<file path="src/rtl/psl_bw_pkg.sv">
// Shared types and helpers for the PSL buffer-write line assembler.
package psl_bw_pkg;

  localparam int HALF_W         = 512;
  localparam int LINE_W         = 1024;
  localparam int WORDS_PER_HALF = 8;
  // Widest tag a FIFO entry can carry; narrower tags are zero-extended.
  localparam int MAX_TAG_W      = 32;

  typedef enum logic {
    IDLE  = 1'b0,
    HALF1 = 1'b1
  } state_e;

  typedef struct packed {
    logic [MAX_TAG_W-1:0] tag;
    logic [0:LINE_W-1]    data;
    logic                 perr;
  } line_entry_t;

  function automatic logic odd_par_ok(input logic [63:0] data64, input logic par);
    return (^data64 ^ par) == 1'b1;
  endfunction

endpackage

</file>
<file path="src/rtl/psl_sync_fifo.sv">
// Generic synchronous FIFO with occupancy count; a push while full is only
// accepted when a pop happens on the same edge.
module psl_sync_fifo #(
  parameter int WIDTH = 8,
  parameter int DEPTH = 4
) (
  input  logic                     clk,
  input  logic                     rst_n,
  input  logic                     i_push,
  input  logic [WIDTH-1:0]         i_din,
  input  logic                     i_pop,
  output logic [WIDTH-1:0]         o_dout,
  output logic [$clog2(DEPTH):0]   o_count,
  output logic                     o_full,
  output logic                     o_empty
);

  localparam int AW = $clog2(DEPTH);
  localparam logic [AW:0] FULL_CNT = (AW+1)'(DEPTH);

  logic [WIDTH-1:0] r_mem [DEPTH];
  logic [AW-1:0]    r_wr;
  logic [AW-1:0]    r_rd;
  logic [AW:0]      r_count;
  logic             w_wr;
  logic             w_rd;

  assign o_full  = (r_count == FULL_CNT);
  assign o_empty = (r_count == '0);
  assign w_rd    = i_pop & ~o_empty;
  assign w_wr    = i_push & (~o_full | w_rd);
  assign o_dout  = r_mem[r_rd];
  assign o_count = r_count;

  always_ff @(posedge clk) begin
    if (!rst_n) begin
      r_wr    <= '0;
      r_rd    <= '0;
      r_count <= '0;
    end else begin
      if (w_wr) r_wr <= r_wr + 1'b1;
      if (w_rd) r_rd <= r_rd + 1'b1;
      if (w_wr && !w_rd)      r_count <= r_count + 1'b1;
      else if (w_rd && !w_wr) r_count <= r_count - 1'b1;
    end
  end

  // Storage is not reset: the pointers and count define what is live.
  always_ff @(posedge clk) begin
    if (w_wr) r_mem[r_wr] <= i_din;
  end

endmodule

</file>
<file path="src/rtl/psl_bw_line_assembler.sv">
// Reassembles PSL buffer-write half-line beats into tagged 1024-bit lines.
// Parity checking is built only when PSL_BW_PARITY_CHECK_EN is defined.
module psl_bw_line_assembler
  import psl_bw_pkg::*;
#(
  parameter int DEPTH = 4,
  parameter int TAG_W = 8
) (
  input  logic                   ha_pclock,
  input  logic                   ha_preset_n,
  input  logic                   ha_bwvalid,
  input  logic [TAG_W-1:0]       ha_bwtag,
  input  logic                   ha_bwtagpar,
  input  logic [5:0]             ha_bwad,
  input  logic [0:HALF_W-1]      ha_bwdata,
  input  logic [0:7]             ha_bwpar,
  output logic                   line_valid,
  input  logic                   line_ready,
  output logic [TAG_W-1:0]       line_tag,
  output logic [0:LINE_W-1]      line_data,
  output logic                   line_perr,
  output logic [$clog2(DEPTH):0] fifo_count,
  output logic                   overflow,
  output logic                   proto_err
);

  state_e            r_state, w_state_nxt;
  logic [TAG_W-1:0]  r_tag;
  logic [0:HALF_W-1] r_half0;
  logic              r_perr0;
  logic              r_proto_err;
  logic              r_overflow;

  logic              w_cap0, w_complete, w_proto;
  logic              w_beat_perr;
  logic              w_full, w_empty, w_pop;
  line_entry_t       w_wr_entry, w_head;

`ifdef PSL_BW_PARITY_CHECK_EN
  always_comb begin
    w_beat_perr = !odd_par_ok(64'(ha_bwtag), ha_bwtagpar);
    for (int i = 0; i < WORDS_PER_HALF; i++)
      if (!odd_par_ok(ha_bwdata[64*i +: 64], ha_bwpar[i])) w_beat_perr = 1'b1;
  end
  assign line_perr = ~w_empty & w_head.perr;
`else
  logic w_unused_par;
  assign w_beat_perr  = 1'b0;
  assign w_unused_par = ^{ha_bwpar, ha_bwtagpar, w_head.perr};
  assign line_perr    = 1'b0;
`endif

  always_comb begin
    w_state_nxt = r_state;
    w_cap0      = 1'b0;
    w_complete  = 1'b0;
    w_proto     = 1'b0;
    if (ha_bwvalid) begin
      if (ha_bwad > 6'd1) begin
        w_proto = 1'b1;
      end else if (r_state == IDLE) begin
        if (ha_bwad == 6'd0) begin
          w_cap0      = 1'b1;
          w_state_nxt = HALF1;
        end else begin
          w_proto = 1'b1;
        end
      end else if (ha_bwad == 6'd0) begin
        // A repeated half0 restarts the line with the newer beat.
        w_proto = 1'b1;
        w_cap0  = 1'b1;
      end else begin
        w_state_nxt = IDLE;
        if (ha_bwtag == r_tag) w_complete = 1'b1;
        else                   w_proto    = 1'b1;
      end
    end
  end

  always_ff @(posedge ha_pclock) begin
    if (!ha_preset_n) r_state <= IDLE;
    else              r_state <= w_state_nxt;
  end

  always_ff @(posedge ha_pclock) begin
    if (!ha_preset_n) begin
      r_tag       <= '0;
      r_half0     <= '0;
      r_perr0     <= 1'b0;
      r_proto_err <= 1'b0;
      r_overflow  <= 1'b0;
    end else begin
      if (w_cap0) begin
        r_tag   <= ha_bwtag;
        r_half0 <= ha_bwdata;
        r_perr0 <= w_beat_perr;
      end
      if (w_proto) r_proto_err <= 1'b1;
      if (w_complete && w_full && !w_pop) r_overflow <= 1'b1;
    end
  end

  assign w_pop           = line_ready & ~w_empty;
  assign w_wr_entry.tag  = MAX_TAG_W'(r_tag);
  assign w_wr_entry.data = {r_half0, ha_bwdata};
  assign w_wr_entry.perr = r_perr0 | w_beat_perr;

  psl_sync_fifo #(
    .WIDTH ($bits(line_entry_t)),
    .DEPTH (DEPTH)
  ) u_fifo (
    .clk     (ha_pclock),
    .rst_n   (ha_preset_n),
    .i_push  (w_complete),
    .i_din   (w_wr_entry),
    .i_pop   (w_pop),
    .o_dout  (w_head),
    .o_count (fifo_count),
    .o_full  (w_full),
    .o_empty (w_empty)
  );

  // Head fields are forced to zero while empty so stale storage never shows.
  logic w_unused_tag;
  assign w_unused_tag = ^w_head.tag;
  assign line_valid   = ~w_empty;
  assign line_tag     = w_empty ? '0 : w_head.tag[TAG_W-1:0];
  assign line_data    = w_empty ? '0 : w_head.data;
  assign overflow     = r_overflow;
  assign proto_err    = r_proto_err;

endmodule

</file>
<file path="config.mk">
export PLATFORM = sky130hd
export DESIGN_NAME = psl_bw_line_assembler
export DESIGN_NICKNAME = d
export VERILOG_FILES = /design/src/rtl/psl_bw_pkg.sv /design/src/rtl/psl_sync_fifo.sv /design/src/rtl/psl_bw_line_assembler.sv
export SDC_FILE = /design/constraint.sdc
export NUM_CORES = 2
export LEC_CHECK = 0
export BUFFER_PORTS_ARGS = -buffer_cell sky130_fd_sc_hd__clkbuf_2
export CORE_MARGIN = 3
export CORE_UTILIZATION = 29
export DETAILED_ROUTE_END_ITERATION = 8
export HOLD_SLACK_MARGIN = 0.08
export PLACE_DENSITY = 0.49
export SYNTH_ARGS = -nofsm -noshare
export SYNTH_HDL_FRONTEND = slang
export SYNTH_MEMORY_MAX_BITS = 65536
export SYNTH_SLANG_ARGS = --single-unit
</file>
<file path="constraint.sdc">
create_clock -name ha_pclock -period 192.6 [get_ports ha_pclock]
set_input_delay 19.26 -clock ha_pclock [delete_from_list [all_inputs] [get_ports ha_pclock]]
set_output_delay 19.26 -clock ha_pclock [all_outputs]
set_load 0.01 [all_outputs]
</file>
After elaboration in Yosys (flattened, before gate mapping)
Memories as Yosys holds them, arrays and structs flattened. A register that Yosys moved wholly into a read port is not among the register bits.
Index checks and enable logic that the tools add are counted.
{"block": "op_classes", "bitwise": 7, "magnitude_cmp": 1, "n_mux": 22, "add_sub_neg": 4, "n_reduce_logical": 11, "n_eq_ne": 2}
{"op": "$mux 1024", "n": 1}
{"op": "$mux 1", "n": 16}
{"op": "$eq 8x8->1", "n": 1}
{"op": "$mux 8", "n": 1}
{"op": "$gt 6x1->1 const B", "n": 1}
{"op": "$logic_not 6->1", "n": 1}
{"op": "$mux 3", "n": 2}
{"op": "$add 2x1->2 const B", "n": 2}
{"op": "$logic_and 1x1->1", "n": 4}
{"op": "$mux 2", "n": 2}
{"op": "$add 3x1->3 const B", "n": 1}
{"op": "$and 1x1->1", "n": 3}
{"op": "$eq 3x3->1 const B", "n": 1}
{"op": "$logic_not 1->1", "n": 3}
{"op": "$logic_not 3->1", "n": 1}
{"op": "$not 1->1", "n": 3}
{"op": "$sub 3x1->3 const B", "n": 1}
{"op": "$reduce_and 2->1", "n": 1}
{"op": "$reduce_bool 2->1", "n": 1}
{"op": "$or 1x1->1", "n": 1}
{"block": "totals", "memories": 1, "mem_bits_rw": 4128, "reg_bits": 530, "word_cells": 56}
{"name": "u_fifo.r_mem", "depth": 4, "word_bits": 1032, "rd": 1, "rd_ports_with_merged_regs": 1, "wr": 1, "line": "psl_sync_fifo.sv:21", "rtl": "logic [WIDTH-1:0] r_mem [DEPTH];"}

Depth between registers and ports, before layout
{"block": "logic_depth", "depth_word": 11, "depth_mapped": 11}

Cells and area by module
From an unflattened synthesis, not the netlist that was laid out.
{"block": "unflattened", "cells_unflattened": 9005, "hier_area_um2": 179372.0}
{"module": "psl_sync_fifo", "instances": 1, "area_per_inst_um2": 152916.7, "seq_area_each_um2": 127141.9, "cells_per_inst": 5569}
{"module": "psl_bw_line_assembler", "instances": 1, "area_per_inst_um2": 26455.4, "seq_area_each_um2": 10470.0, "cells_per_inst": 3436}

Worst setup path after synthesis
No wires, ideal clock.
{"block": "synth_timing", "path_type": "input port to flip-flop", "from": "in ha_bwad[5]", "to": "mem u_fifo.r_mem[0][0] (netlist bit), enable pin", "t_required_ns": 188.689, "t_arrival_ns": 94.273, "slack_ns": 94.416, "stages": 5, "n_path_buf": 1, "path_cell_list": "or4_1 buf_2 nor2_1 nand4_1 nor3b_1"}
{"block": "synth_between", "elab_chain_cells": 8, "elab_cells_between_ends": 9, "cone_classes": "order compare (1); mux (6); bitwise (1); reduce/logical (1)"}
{"element": "start, declared", "line": "psl_bw_line_assembler.sv:14", "rtl": "input logic [5:0] ha_bwad,"}
{"element": "parallel branches: the longest is 3 deep, another holds $gt 6x1->1"}
{"element": "$mux 1 *", "line": "psl_bw_line_assembler.sv:59", "rtl": "if (ha_bwad > 6'd1) begin"}
{"element": "$mux 1 *", "line": "psl_bw_line_assembler.sv:58", "rtl": "if (ha_bwvalid) begin"}
{"element": "$and 1x1->1 *", "line": "psl_sync_fifo.sv:31", "rtl": "assign w_wr = i_push & (~o_full | w_rd);"}
{"element": "$mux 1 *", "line": "psl_sync_fifo.sv:50", "rtl": "if (w_wr) r_mem[r_wr] <= i_din;"}
{"element": "$mux 1 (implied by the code) *", "line": "psl_sync_fifo.sv:50"}
{"element": "end, declared", "line": "psl_sync_fifo.sv:21"}
Mark *: on every way between the ends.

==> impl_metrics.json <==
{
  "outcome": "finished clean",
  "drtIter0Drc": 6799,
  "min_period_over_period_pct": 14.1,
  "syn_area_per_cell_um2": 19.6,
  "synth_most_common_cell": "edfxtp_1",
  "min_path_type": "register to register",
  "cts_made_buffers": 525,
  "arrival_ns": 7.96,
  "synthTopCellsByCount": "edfxtp_1, nand2_1, and2_1, mux4_2, dfxtp_1",
  "post_cts_resize_count": 0,
  "synth_nets": 9419,
  "wire_per_inst_um": 28.3,
  "h-tree-depth": 6,
  "ys_async_sr_fraction_pct": 0,
  "ios": 1578,
  "relSlewSlack_pct": 22.4,
  "slew_violations": 0,
  "clockBufferDepth": 4,
  "ctsHoldBuffers": 0,
  "cts-root-buf": "clkbuf_16",
  "min_period_ns": 27.22,
  "rsz0062_at_grt": "false",
  "antenna_left": 0,
  "drcViolationCount": 0,
  "rows": 283,
  "cp-start-kind": "register",
  "fmax_mhz": 36.7,
  "die_area_um2": 609000,
  "fin_skew_ns": 0.0679,
  "worstPathRequired_ns": 173.34,
  "postCtsSetupBuffers": 0,
  "worstSkewPairLatency_ns": 1.03,
  "grt_pass1_wl_um": 752000,
  "via_count": 90200,
  "grt_antenna_before_repair": 165,
  "initial_core_util_pct": 29.2,
  "grt.total_usage_pct": 17.1,
  "area_growth_pct": 19.5,
  "die_y_um": 781,
  "worstSetupPathType": "register to output port",
  "setup_viol": 0,
  "grt_pass1_vias": 93800,
  "drive_gt1_share_pct": 31.9,
  "gp_congestion": 0.851,
  "ys_warn_count": 0,
  "core_area_um2": 596000,
  "io_buffer_count": 1567,
  "drt_wl_total_um": 540000,
  "ys_ff_latch": 4660,
  "clk_pin_slew_worst_paths_ns": 0.06,
  "utilization_pct": 34.9,
  "num-nets-final": 11200,
  "via_per_inst": 4.72,
  "place_inst": 18100,
  "yosysSeqAreaShare_pct": 77.4,
  "tightest_slew_ns": 1.16,
  "synthDistinctLibCells": 35,
  "overflow": 0,
  "die_x_um": 781,
  "yosysTopAreaCellShare_pct": 71.3,
  "cp-end-kind": "output port",
  "synth_area_um2": 174000,
  "place_hpwl_um": 352000,
  "worstPathMaxFanout": 37,
  "synth_area_leaders": "edfxtp_1, mux4_2, dfxtp_1, and2_1, nand2_1",
  "finalHoldViolations": 0,
  "yosysTopAreaCell": "edfxtp_1",
  "p_leak_uw": 0.0703,
  "fin_setup_tns_ns": 0,
  "grt_max_degree": 169,
  "synthFlopType": "edfxtp_1",
  "ir_drop_uv": 9.49,
  "p_per_area_nw_per_um2": 11.2,
  "synth_edf_count": 4128,
  "fin_cells": 19100,
  "cts_sinks": 4660,
  "synthCells": 8874,
  "dr.pass1.iters": 7,
  "cts_tree": "built",
  "cap_violations": 0
}
[stage by stage]
| stage | setup slack [ns] | hold slack [ns] | power (uW) | cell area, um2 |
|---|---|---|---|---|
| floorplan | 94.42 | 0.459 | 1250 | 174000 |
| global placement | 166.01 | 0.453 | 1380 | 191000 |
| detailed placement | 165.95 | 0.473 | 1380 | 191000 |
| CTS | 164.78 | 0.476 | 2370 | 208000 |
| global route | 164.47 | 0.506 | 2420 | 208000 |
| finish | 165.38 | 0.478 | 2330 | 208000 |
[placed cells by master, fill, tap and decap left out, types with 2 or more instances in the layout]
cell type | synthesis | final
xor2_1 | 11 | 11
nor3b_2 | 0 | 4
a21oi_1 | 523 | 523
buf_4 | 41 | 154
nand2_1 | 1045 | 1045
clkinv_4 | 0 | 7
clkbuf_2 | 0 | 1567
and3_1 | 2 | 2
ha_1 | 5 | 5
nor3_1 | 4 | 4
mux2i_1 | 3 | 3
dfxtp_1 | 532 | 530
clkbuf_1 | 273 | 176
o21ai_0 | 2 | 2
inv_6 | 0 | 17
inv_1 | 4 | 4
diode_2 | 0 | 58
buf_12 | 0 | 18
clkbuf_16 | 0 | 532
or3_4 | 0 | 2
edfxtp_1 | 4128 | 4128
and2_1 | 1032 | 1032
clkinv_8 | 0 | 13
clkbuf_8 | 0 | 50
bufinv_16 | 0 | 23
clkinv_16 | 0 | 13
clkinvlp_4 | 0 | 10
clkinv_1 | 0 | 45
nand4_1 | 3 | 3
inv_8 | 0 | 3
or3_1 | 4 | 2
nor2_1 | 7 | 7
mux4_2 | 1032 | 1032
dfxtp_4 | 0 | 2
inv_16 | 0 | 14
clkinv_2 | 0 | 64
[worst max-delay path: stages (launching register included)]
cell and delay, ns:
dfxtp_4 0.84, buf_4 0.76, buf_4 0.74, buf_4 0.65, buf_4 0.53, buf_4 0.70
buf_4 0.76, buf_4 0.62, mux4_2 0.59, and2_1 0.25, clkbuf_2 0.16
[path summary, 6_finish.rpt]
kind / cells past startpoint / start / endpoint / slack, ns
hold / removal: 0 / r_half0[156] / u_fifo.r_mem[0][867] / 0.48
hold reg to reg: 0 / r_half0[156] / u_fifo.r_mem[0][867] / 0.48
setup / recovery: 10 / register / line_data[938] / 165.38
setup reg to reg: 11 / r_tag[5] / u_fifo.r_mem[0][569] / 184.91
[cell type report]
| class | count | area [um2] |
|---|---|---|
| diodes | 58 | 145 |
| clock buffers | 758 | 14700 |
| clock inverters | 208 | 2370 |
| fillers | 56200 | 388000 |
| inverters | 5 | 26.3 |
| multi-input cells | 3689 | 36700 |
| flip-flops and latches | 4660 | 135000 |
| well taps | 7980 | 9980 |
| repair buffers | 1739 | 9360 |
[sequential cells by signal, indices dropped and copies added, names as in the netlist, named ones only]
register and flops:
r_tag 8, u_fifo.r_rd 2, u_fifo.r_wr 2, overflow 1, r_half0 512, u_fifo.o_count 3
proto_err 1, u_fifo.r_mem 4128, r_state 1
[power by group]
part	total, uW	switching (uW)	leakage [uW]	internal (uW)
Clock	980	413	0.00826	568
Combinational	260	163	0.0177	96.2
Sequential	1090	1.68	0.0443	1090
Total	2330	578	0.0703	1760
[kinds of logic (layout without fill, tap and decap cells)]
group           count (synthesis)  count (layout)  share of synthesized area [%]
mux                          1035            1035                           13.4
buf+inv                       525            2710                           1.54
xor+xnor                       12              12                         0.0604
flops                        4660            4660                           77.4
other cells                     1              59                        0.00216
simple gates                 2109            2109                           6.08
compound gates                526             526                           1.52
fa+ha+maj                       6               6                         0.0475
[routing by layer]
layer  part of all wire (%)  track usage, %  routed length, um  up-vias
met1                     39            21.2             213000    47900
met3                    8.1            5.16              43900      846
li1                       -               -                  -    38200
met2                     49            28.6             263000     3087
met5                   0.12               0                650        -
met4                    3.6            5.67              19400      100
No activity file was read; power rests on OpenSTA's default activity.
